===== config.mk =====
export PLATFORM = sky130hd
export DESIGN_NAME = if_fetch_queue
export DESIGN_NICKNAME = d
export VERILOG_FILES = /design/src/rtl/if_fetch_queue.sv
export SDC_FILE = /design/constraint.sdc
export NUM_CORES = 1
export LEC_CHECK = 0
export CORE_MARGIN = 2
export CORE_UTILIZATION = 54
export CTS_CLUSTER_DIAMETER = 120
export DETAILED_ROUTE_END_ITERATION = 7
export PLACE_DENSITY = 0.82
export SYNTH_ARGS = -nofsm -noshare
export SYNTH_HDL_FRONTEND = slang
export SYNTH_SLANG_ARGS = --single-unit
export TNS_END_PERCENT = 50

===== constraint.sdc =====
create_clock -name clk_i -period 3.9 [get_ports clk_i]
set_clock_uncertainty 0.2 [all_clocks]
set_input_delay 0.78 -clock clk_i [delete_from_list [all_inputs] [get_ports clk_i]]
set_output_delay 0.78 -clock clk_i [all_outputs]
set_load 0.05 [all_outputs]

===== src/rtl/if_fetch_queue.sv =====
// if_fetch_queue: PC owner, in-order imem fetch into a credit-limited FIFO.
// Optional perf counters enabled by defining FETCH_PERF_EN.
module if_fetch_queue #(
    parameter int unsigned DEPTH    = 4,
    parameter int unsigned MAX_OUT  = 2,
    parameter logic [31:0] RESET_PC = 32'h0000_0000
) (
    input  logic                     clk_i,
    input  logic                     rst_i,
    input  logic                     start_i,
    input  logic                     redirect_i,
    input  logic [31:0]              redirect_pc_i,
    output logic                     imem_req_o,
    output logic [31:0]              imem_addr_o,
    input  logic                     imem_gnt_i,
    input  logic                     imem_rvalid_i,
    input  logic [31:0]              imem_rdata_i,
    output logic                     if_valid_o,
    output logic [31:0]              if_inst_o,
    output logic [31:0]              if_pc4_o,
    input  logic                     if_ready_i,
    output logic [$clog2(DEPTH):0]   occupancy_o,
    output logic [31:0]              perf_stall_o,
    output logic [31:0]              perf_flush_o
);
    localparam int unsigned AW = $clog2(DEPTH);
    localparam int unsigned CW = AW + 1;

    typedef enum logic [1:0] {IDLE, RUN, HALT} state_t;

    state_t        state_q, state_d;
    logic [31:0]   fetch_pc_q, resp_pc_q;
    logic [CW-1:0] count_q, out_q, out_d, drop_q;
    logic [AW-1:0] wr_ptr_q, rd_ptr_q;
    logic [31:0]   inst_mem [DEPTH];
    logic [31:0]   pc4_mem  [DEPTH];
    logic          grant, resp, push, pop;
    logic [31:0]   redirect_pc;
    logic [CW:0]   credit;
    logic          unused_rpc;

    assign unused_rpc  = ^redirect_pc_i[1:0];
    assign redirect_pc = {redirect_pc_i[31:2], 2'b00};

    // Credits cover both buffered and in-flight words, so a response always fits.
    assign credit     = {1'b0, count_q} + {1'b0, out_q};
    assign imem_req_o = (state_q == RUN) && !redirect_i
                        && (out_q < CW'(MAX_OUT))
                        && (credit < (CW + 1)'(DEPTH));
    assign imem_addr_o = fetch_pc_q;

    assign grant = imem_req_o && imem_gnt_i;
    assign resp  = imem_rvalid_i && (out_q != '0);
    assign push  = resp && (drop_q == '0) && !redirect_i;
    assign pop   = if_valid_o && if_ready_i;
    assign out_d = out_q + CW'(grant) - CW'(resp);

    assign if_valid_o  = (count_q != '0);
    assign if_inst_o   = if_valid_o ? inst_mem[rd_ptr_q] : '0;
    assign if_pc4_o    = if_valid_o ? pc4_mem[rd_ptr_q] : '0;
    assign occupancy_o = count_q;

    always_comb begin
        state_d = state_q;
        unique case (state_q)
            IDLE:    if (start_i) state_d = RUN;
            RUN:     if (!start_i) state_d = HALT;
            HALT:    if (start_i) state_d = RUN;
            default: state_d = IDLE;
        endcase
    end

    always_ff @(posedge clk_i or negedge rst_i) begin
        if (!rst_i) begin
            state_q    <= IDLE;
            fetch_pc_q <= RESET_PC;
            resp_pc_q  <= RESET_PC;
            out_q      <= '0;
            drop_q     <= '0;
            count_q    <= '0;
            wr_ptr_q   <= '0;
            rd_ptr_q   <= '0;
        end else begin
            state_q <= state_d;
            out_q   <= out_d;
            if (redirect_i) begin
                fetch_pc_q <= redirect_pc;
                resp_pc_q  <= redirect_pc;
                drop_q     <= out_d;
                count_q    <= '0;
                wr_ptr_q   <= '0;
                rd_ptr_q   <= '0;
            end else begin
                if (grant) fetch_pc_q <= fetch_pc_q + 32'd4;
                if (push) begin
                    resp_pc_q <= resp_pc_q + 32'd4;
                    wr_ptr_q  <= wr_ptr_q + AW'(1);
                end
                if (resp && (drop_q != '0)) drop_q <= drop_q - CW'(1);
                if (pop) rd_ptr_q <= rd_ptr_q + AW'(1);
                count_q <= count_q + CW'(push) - CW'(pop);
            end
        end
    end

    always_ff @(posedge clk_i) begin
        if (push) begin
            inst_mem[wr_ptr_q] <= imem_rdata_i;
            pc4_mem[wr_ptr_q]  <= resp_pc_q + 32'd4;
        end
    end

`ifdef FETCH_PERF_EN
    logic [31:0] stall_q, flush_q;
    logic [32:0] flush_sum;

    assign flush_sum = {1'b0, flush_q} + 33'(credit);

    always_ff @(posedge clk_i or negedge rst_i) begin
        if (!rst_i) begin
            stall_q <= '0;
            flush_q <= '0;
        end else begin
            if (if_valid_o && !if_ready_i && (stall_q != '1))
                stall_q <= stall_q + 32'd1;
            if (redirect_i)
                flush_q <= flush_sum[32] ? '1 : flush_sum[31:0];
        end
    end

    assign perf_stall_o = stall_q;
    assign perf_flush_o = flush_q;
`else
    assign perf_stall_o = '0;
    assign perf_flush_o = '0;
`endif

endmodule


# After elaboration in Yosys (flattened, before gate mapping)
# Memories as Yosys holds them, arrays and structs flattened.
# Index checks and enable logic that the tools add are counted.
dict set report totals {
  wordCells 65
  ram_bits 256
  reg_bits 79
  in_bits 71
  n_memories 2
}
# memory depth width rd rd_ports_with_merged_regs wr line_no
set mem_list {}
lappend mem_list {inst_mem 4 32 1 0 1 35} ;# logic [31:0] inst_mem [DEPTH];
lappend mem_list {pc4_mem 4 32 1 0 1 36} ;# logic [31:0] pc4_mem [DEPTH];
dict set report op_classes {
  muxes 18
  n_eq_ne 4
  n_addsub 10
  order_cmp 2
  reduce_logical 21
}
# operator n
set op_table {}
lappend op_table {{$mux 32} 6}
lappend op_table {{$add 32x3->32 const B} 2}
lappend op_table {{$mux 2} 6}
lappend op_table {{$logic_and 1x1->1} 9}
lappend op_table {{$mux 3} 3}
lappend op_table {{$reduce_bool 3->1} 3}
lappend op_table {{$reduce_bool 2->1} 4}
lappend op_table {{$add 3x1->3} 2}
lappend op_table {{$sub 3x1->3} 2}
lappend op_table {{$add 2x1->2 const B} 2}
lappend op_table {{$add 3x3->4} 1}
lappend op_table {{$lt 4x3->1 const B} 1}
lappend op_table {{$pmux 2 s2} 1}
lappend op_table {{$logic_not 3->1} 1}
lappend op_table {{$lt 3x2->1 const B} 1}
lappend op_table {{$sub 3x1->3 const B} 1}
lappend op_table {{$eq 2x1->1 const B} 1}
lappend op_table {{$eq 2x2->1 const B} 1}
lappend op_table {{$logic_not 2->1} 1}
lappend op_table {{$mux 1} 2}
lappend op_table {{$ne 2x1->1 const B} 1}
lappend op_table {{$ne 2x2->1 const B} 1}
lappend op_table {{$reduce_and 2->1} 1}
lappend op_table {{$reduce_or 2->1} 1}
lappend op_table {{$logic_not 1->1} 1}

# Depth between registers and ports, before layout
# Gate-level depths: netlist of the first run.
dict set report logic_depth {
  depth_word 8
  ltp_mapped 14
}

# Least setup slack after synthesis of the first run
# Ideal clock, no wire load.
dict set report synth_timing {
  path_type {reg-to-output}
  start {register count_q[1] (netlist: occupancy_o[1])}
  end {output imem_req_o}
  arrival_time_ps 2836
  stages_incl_launch_ff 4
  setup_slack_ps 84
  cell_sequence {dfrtp_1 -> ha_1 -> a311o_1 -> nor4_1}
}
dict set report synth_between {
  elab_chain_cells 3
}
# item line_no
set synth_lines {}
lappend synth_lines {{from (decl)} 33} ;# logic [CW-1:0] count_q, out_q, out_d, drop_q;
lappend synth_lines {{from (signal assigned)} 101} ;# count_q <= count_q + CW'(push) - CW'(pop);
lappend synth_lines {{$add 3x3->4} 46} ;# assign credit = {1'b0, count_q} + {1'b0, out_q};
lappend synth_lines {{$lt 4x3->1} 49} ;# && (credit < (CW + 1)'(DEPTH));
lappend synth_lines {{$logic_and 1x1->1} 49}
lappend synth_lines {{to (decl)} 13} ;# output logic imem_req_o,
# Every way passes these cells.

# Worst setup path after layout of the first run
dict set report layout_timing {
  start {register count_q[1] (netlist: occupancy_o[1])}
  end {output if_pc4_o[18]}
}
dict set report layout_between {
  elab_chain_cells 2
}
# item line_no
set layout_lines {}
lappend layout_lines {{$reduce_bool 3->1} 58} ;# assign if_valid_o = (count_q != '0);
lappend layout_lines {{$mux 32} 60} ;# assign if_pc4_o = if_valid_o ? pc4_mem[rd_ptr_q] : '0;
lappend layout_lines {{to (decl)} 20} ;# output logic [31:0] if_pc4_o,
# Every way passes these cells.

==> results of run 1 <==
==> cell type report <==
cell class,instances,area [um2]
Inverter,23,86.3
Clock buffer,48,1010
Timing Repair Buffer,195,2010
Fill cell,1873,9060
Multi-Input combinational cell,607,4770
Clock inverter,12,110
Sequential cell,323,9330
Tap cell,341,427
==> registers in the layout, summed over array words and instances (netlist names) <==
register     count
wr_ptr_q         2
state_q          2
imem_addr_o     30
resp_pc_q       30
occupancy_o      3
inst_mem       128
out_q            3
drop_q           3
pc4_mem        120
rd_ptr_q         2
==> worst min path at each step <==
stage / startpoint / endpoint / slack [ps]
4_1_cts: rst_i / imem_addr_o[25] / 40
3_3_place_gp: state_q[1] / state_q[0] / 280
3_5_place_dp: state_q[1] / state_q[0] / 290
2_1_floorplan: state_q[1] / state_q[0] / 260
6_report: rst_i / resp_pc_q[30] / 50
5_1_grt: rst_i / imem_addr_o[25] / 70
==> cell usage in the layout (no fill, tap or decap), types with 13 or more instances in the layout <==
master                            instances
sky130_fd_sc_hd__nor2_1                  42
sky130_fd_sc_hd__and2_1                  67
sky130_fd_sc_hd__mux4_2                  62
sky130_fd_sc_hd__nand3_1                 43
sky130_fd_sc_hd__ha_1                    15
sky130_fd_sc_hd__nand4_1                 20
sky130_fd_sc_hd__clkbuf_16               38
sky130_fd_sc_hd__a21oi_1                 13
sky130_fd_sc_hd__o21ai_0                 35
sky130_fd_sc_hd__buf_4                   20
sky130_fd_sc_hd__edfxtp_1               248
sky130_fd_sc_hd__dfrtp_1                 73
sky130_fd_sc_hd__mux2_2                  13
sky130_fd_sc_hd__xor2_1                  35
sky130_fd_sc_hd__inv_1                   21
sky130_fd_sc_hd__clkdlybuf4s50_1        158
sky130_fd_sc_hd__conb_1                  68
sky130_fd_sc_hd__xnor2_1                 38
sky130_fd_sc_hd__nand2_1                 59
==> critical path, delay by kind of cell, from the launching register on <==
kind / cells / cell delay [ps]
simple gates: 2 / 730
flops: 1 / 440
buf+inv: 2 / 1040
==> kinds of logic after synthesis <==
family                   synth area share (%)
flip-flops                               63.8
AND/OR/NAND/NOR                          11.0
buffers and inverters                    5.41
AO/OA/AOI/OAI                            3.23
multiplexers                             10.7
XOR/XNOR                                 4.37
adder cells (fa/ha/maj)                  1.56
other                                  0.0256
==> cell usage after synthesis, types with 8 or more instances <==
master and n:
sky130_fd_sc_hd__nand3_1 43, sky130_fd_sc_hd__and3_1 14, sky130_fd_sc_hd__buf_2 19, sky130_fd_sc_hd__nand2_1 59
sky130_fd_sc_hd__o211ai_1 10, sky130_fd_sc_hd__ha_1 15, sky130_fd_sc_hd__o21ai_0 35, sky130_fd_sc_hd__buf_4 68
sky130_fd_sc_hd__xor2_1 35, sky130_fd_sc_hd__clkbuf_1 22, sky130_fd_sc_hd__nor2_1 42, sky130_fd_sc_hd__a21oi_1 13
sky130_fd_sc_hd__mux2_2 13, sky130_fd_sc_hd__mux4_2 62, sky130_fd_sc_hd__edfxtp_1 248, sky130_fd_sc_hd__dfrtp_1 75
sky130_fd_sc_hd__nor3_1 8, sky130_fd_sc_hd__and2_1 67, sky130_fd_sc_hd__nand4_1 20, sky130_fd_sc_hd__nor4_1 8
sky130_fd_sc_hd__xnor2_1 38, sky130_fd_sc_hd__inv_1 21
==> per-stage QoR <==
step / util, % / worst slack, ps / area, um2
2_1_floorplan: - / 84.3 / 14900
3_3_place_gp: 61.7 / 414 / 16500
3_5_place_dp: 61.7 / 419 / 16500
4_1_cts: 65.9 / 20.0 / 17700
5_1_grt: 66.2 / 38.2 / 17700
6_report: 66.2 / 151 / 17700
==> power by group through the flow <==
| stage | clock network (mW) | registers [mW] | logic [mW] |
|---|---|---|---|
| global route | 3.38 | 4.17 | 4.41 |
| global placement | 0 | 4.22 | 4.07 |
| CTS | 3.25 | 4.16 | 4.14 |
| detailed placement | 0 | 4.23 | 4.13 |
| finish | 3.18 | 4.15 | 4.16 |
| floorplan | 0 | 4.29 | 2.80 |
==> per-layer routing <==
metal  part of all wire [%]  up-vias  GRT usage (%)
li1                       -     3965              -
met1                     43     4280           28.7
met2                     48      330           34.2
met3                    6.1       43           3.69
met4                    2.1        0           5.62
met5                      0        -              0
==> what timing repair did <==
item	CTS	global route
endpoints found under the setup margin	0	17
setup buffers	0	9
gates resized for setup	0	4
==> qor.json, run 1 <==
{
  "outcome": {
    "outcome": "finished, final reports clean"
  },
  "critical_path": {
    "timing.rr.start": "out_q[0]",
    "endpoint": "if_pc4_o[18]",
    "critical_path.max_stage_delay_ps": 740,
    "timing.rr.end": "occupancy_o[2]",
    "endpoint_kind": "output port",
    "required_worst_endpoint_ps": 2920,
    "setup.worst_path.class": "flop to output port",
    "rr_worst_depth": 11,
    "worst-path-max-fanout": 64,
    "cp_slowest_cell": "sky130_fd_sc_hd__clkdlybuf4s50_1",
    "timing.critical_path.from_type": "flop",
    "timing.critical_path.cells": "or3_2 -> buf_4 -> and2_1 -> clkdlybuf4s50_1",
    "worstPathArrival_ps": 2770,
    "cp-startpoint": "occupancy_o[1]",
    "timing.reg2reg.setup_slack_ps": 900
  },
  "final_layout": {
    "final_non_filler_cells": 1549,
    "drive_gt1_share_pct": 14.4,
    "fin_nets": 1272,
    "synthToLayoutAreaGrowth_pct": 21.3,
    "insertedDiodeCount": 0
  },
  "synth": {
    "ys_seq_elements": 323,
    "netlist-cell-type-count": 56,
    "netlist_instances": 999,
    "seq_area_frac_synth_pct": 63.8,
    "syn_area_um2": 14600,
    "yosysTopAreaCellShare_pct": 50.9,
    "synthesis.area_per_instance_um2": 14.6,
    "yosys_warn_count": 0,
    "synth_enable_flop_cells": 248,
    "synth_area_leader_cell": "sky130_fd_sc_hd__edfxtp_1",
    "leading_post_synthesis_cells_by_cell_area": "sky130_fd_sc_hd__edfxtp_1 51%, sky130_fd_sc_hd__dfrtp_1 13%, sky130_fd_sc_hd__mux4_2 9.5%, sky130_fd_sc_hd__buf_4 3.5%, sky130_fd_sc_hd__and2_1 2.9%",
    "synth-main-ff-cell": "sky130_fd_sc_hd__edfxtp_1",
    "synth_async_sr_flop_share_pct": 23.2
  },
  "route": {
    "detail_route.vias_per_cell": 5.56,
    "drt_iter0_drc": 665,
    "drcViolationCount": 0,
    "drt-wirelength-per-cell_um": 18.7,
    "ant_nets": 0,
    "route.final.wire_length_um": 29000,
    "first_pass_iters": 5,
    "dr_total_vias": 8618
  },
  "sta": {
    "setup_repair_after_global_routing_missed_its_margin": "no",
    "layout_worst_path_cycle_share_pct": 96.1,
    "finalCriticalPeriod_ps": 3750,
    "timing.hold.ws_ps": 45.6,
    "slew_headroom_pct": 23.5,
    "setup-violations-final": 0,
    "fmax_mhz": 267,
    "final-max-slew-violation-count": 0,
    "setup-tns-final_ps": 0,
    "report.final.hold_viol_count": 0,
    "max_slew.worst_pin.slew_ps": 1140
  },
  "job": {
    "cap_viol_max_count": 0
  },
  "die": {
    "fp.coreArea_um2": 26800,
    "die_h_um": 169,
    "die_w_um": 169,
    "die_area_um2": 28400,
    "total_i_o_pin_count": 236,
    "floorplan.initialDensity_pct": 54.6,
    "floorplan.rows": 60
  },
  "power_and_ir_drop": {
    "p_switching_mw": 4.03,
    "switching_share_pct": 35.1,
    "power_frac_seq_pct": 36.1,
    "combinationalPowerShare_pct": 36.2,
    "ir_worst_vdd_uv": 317,
    "power_leakage_nw": 6.25,
    "total_power_mw": 11.5,
    "p_per_area_nw_per_um2": 647,
    "internal-power_mw": 7.46,
    "power.share.clock_pct": 27.7
  },
  "clock_tree": {
    "tritoncts": "done",
    "cts_made_buffers": 34,
    "clock_path_buffers": 3,
    "ctsRootBufferMaster": "sky130_fd_sc_hd__clkbuf_16",
    "worst_skew_pair.late_latency_ps": 500,
    "clkTransAtPathRegs_ps": 60,
    "cts_sinks": 323,
    "hold_fix_buffers_at_cts": 0,
    "clock_tree.htree_level_count": 2
  },
  "worst_hold_path": {
    "hold_path.class": "input pin to asynchronous set/reset pin"
  },
  "global_routing": {
    "largest_net_degree_at_the_start_of_global_routing": 65,
    "grt_pass1_vias": 8579,
    "grt_overall_usage_pct": 20.7,
    "grt_antenna_before_repair": 0,
    "grt_first_pass_wirelength_um": 45900,
    "total_congestion_overflow": 0
  },
  "placement": {
    "dpl.cell_count": 1480,
    "placer_congestion": 0.898,
    "port_buffers": 165,
    "detailedPlacementHpwl_um": 18700
  }
}
Note: power is estimated with default switching activity, not from simulation.
==> run 2: changes to the inputs <==
- GPL_TIMING_DRIVEN: unset -> 1
==> results of run 2 <==
No change in the layout: final DEF, timing and power equal those of run 1.
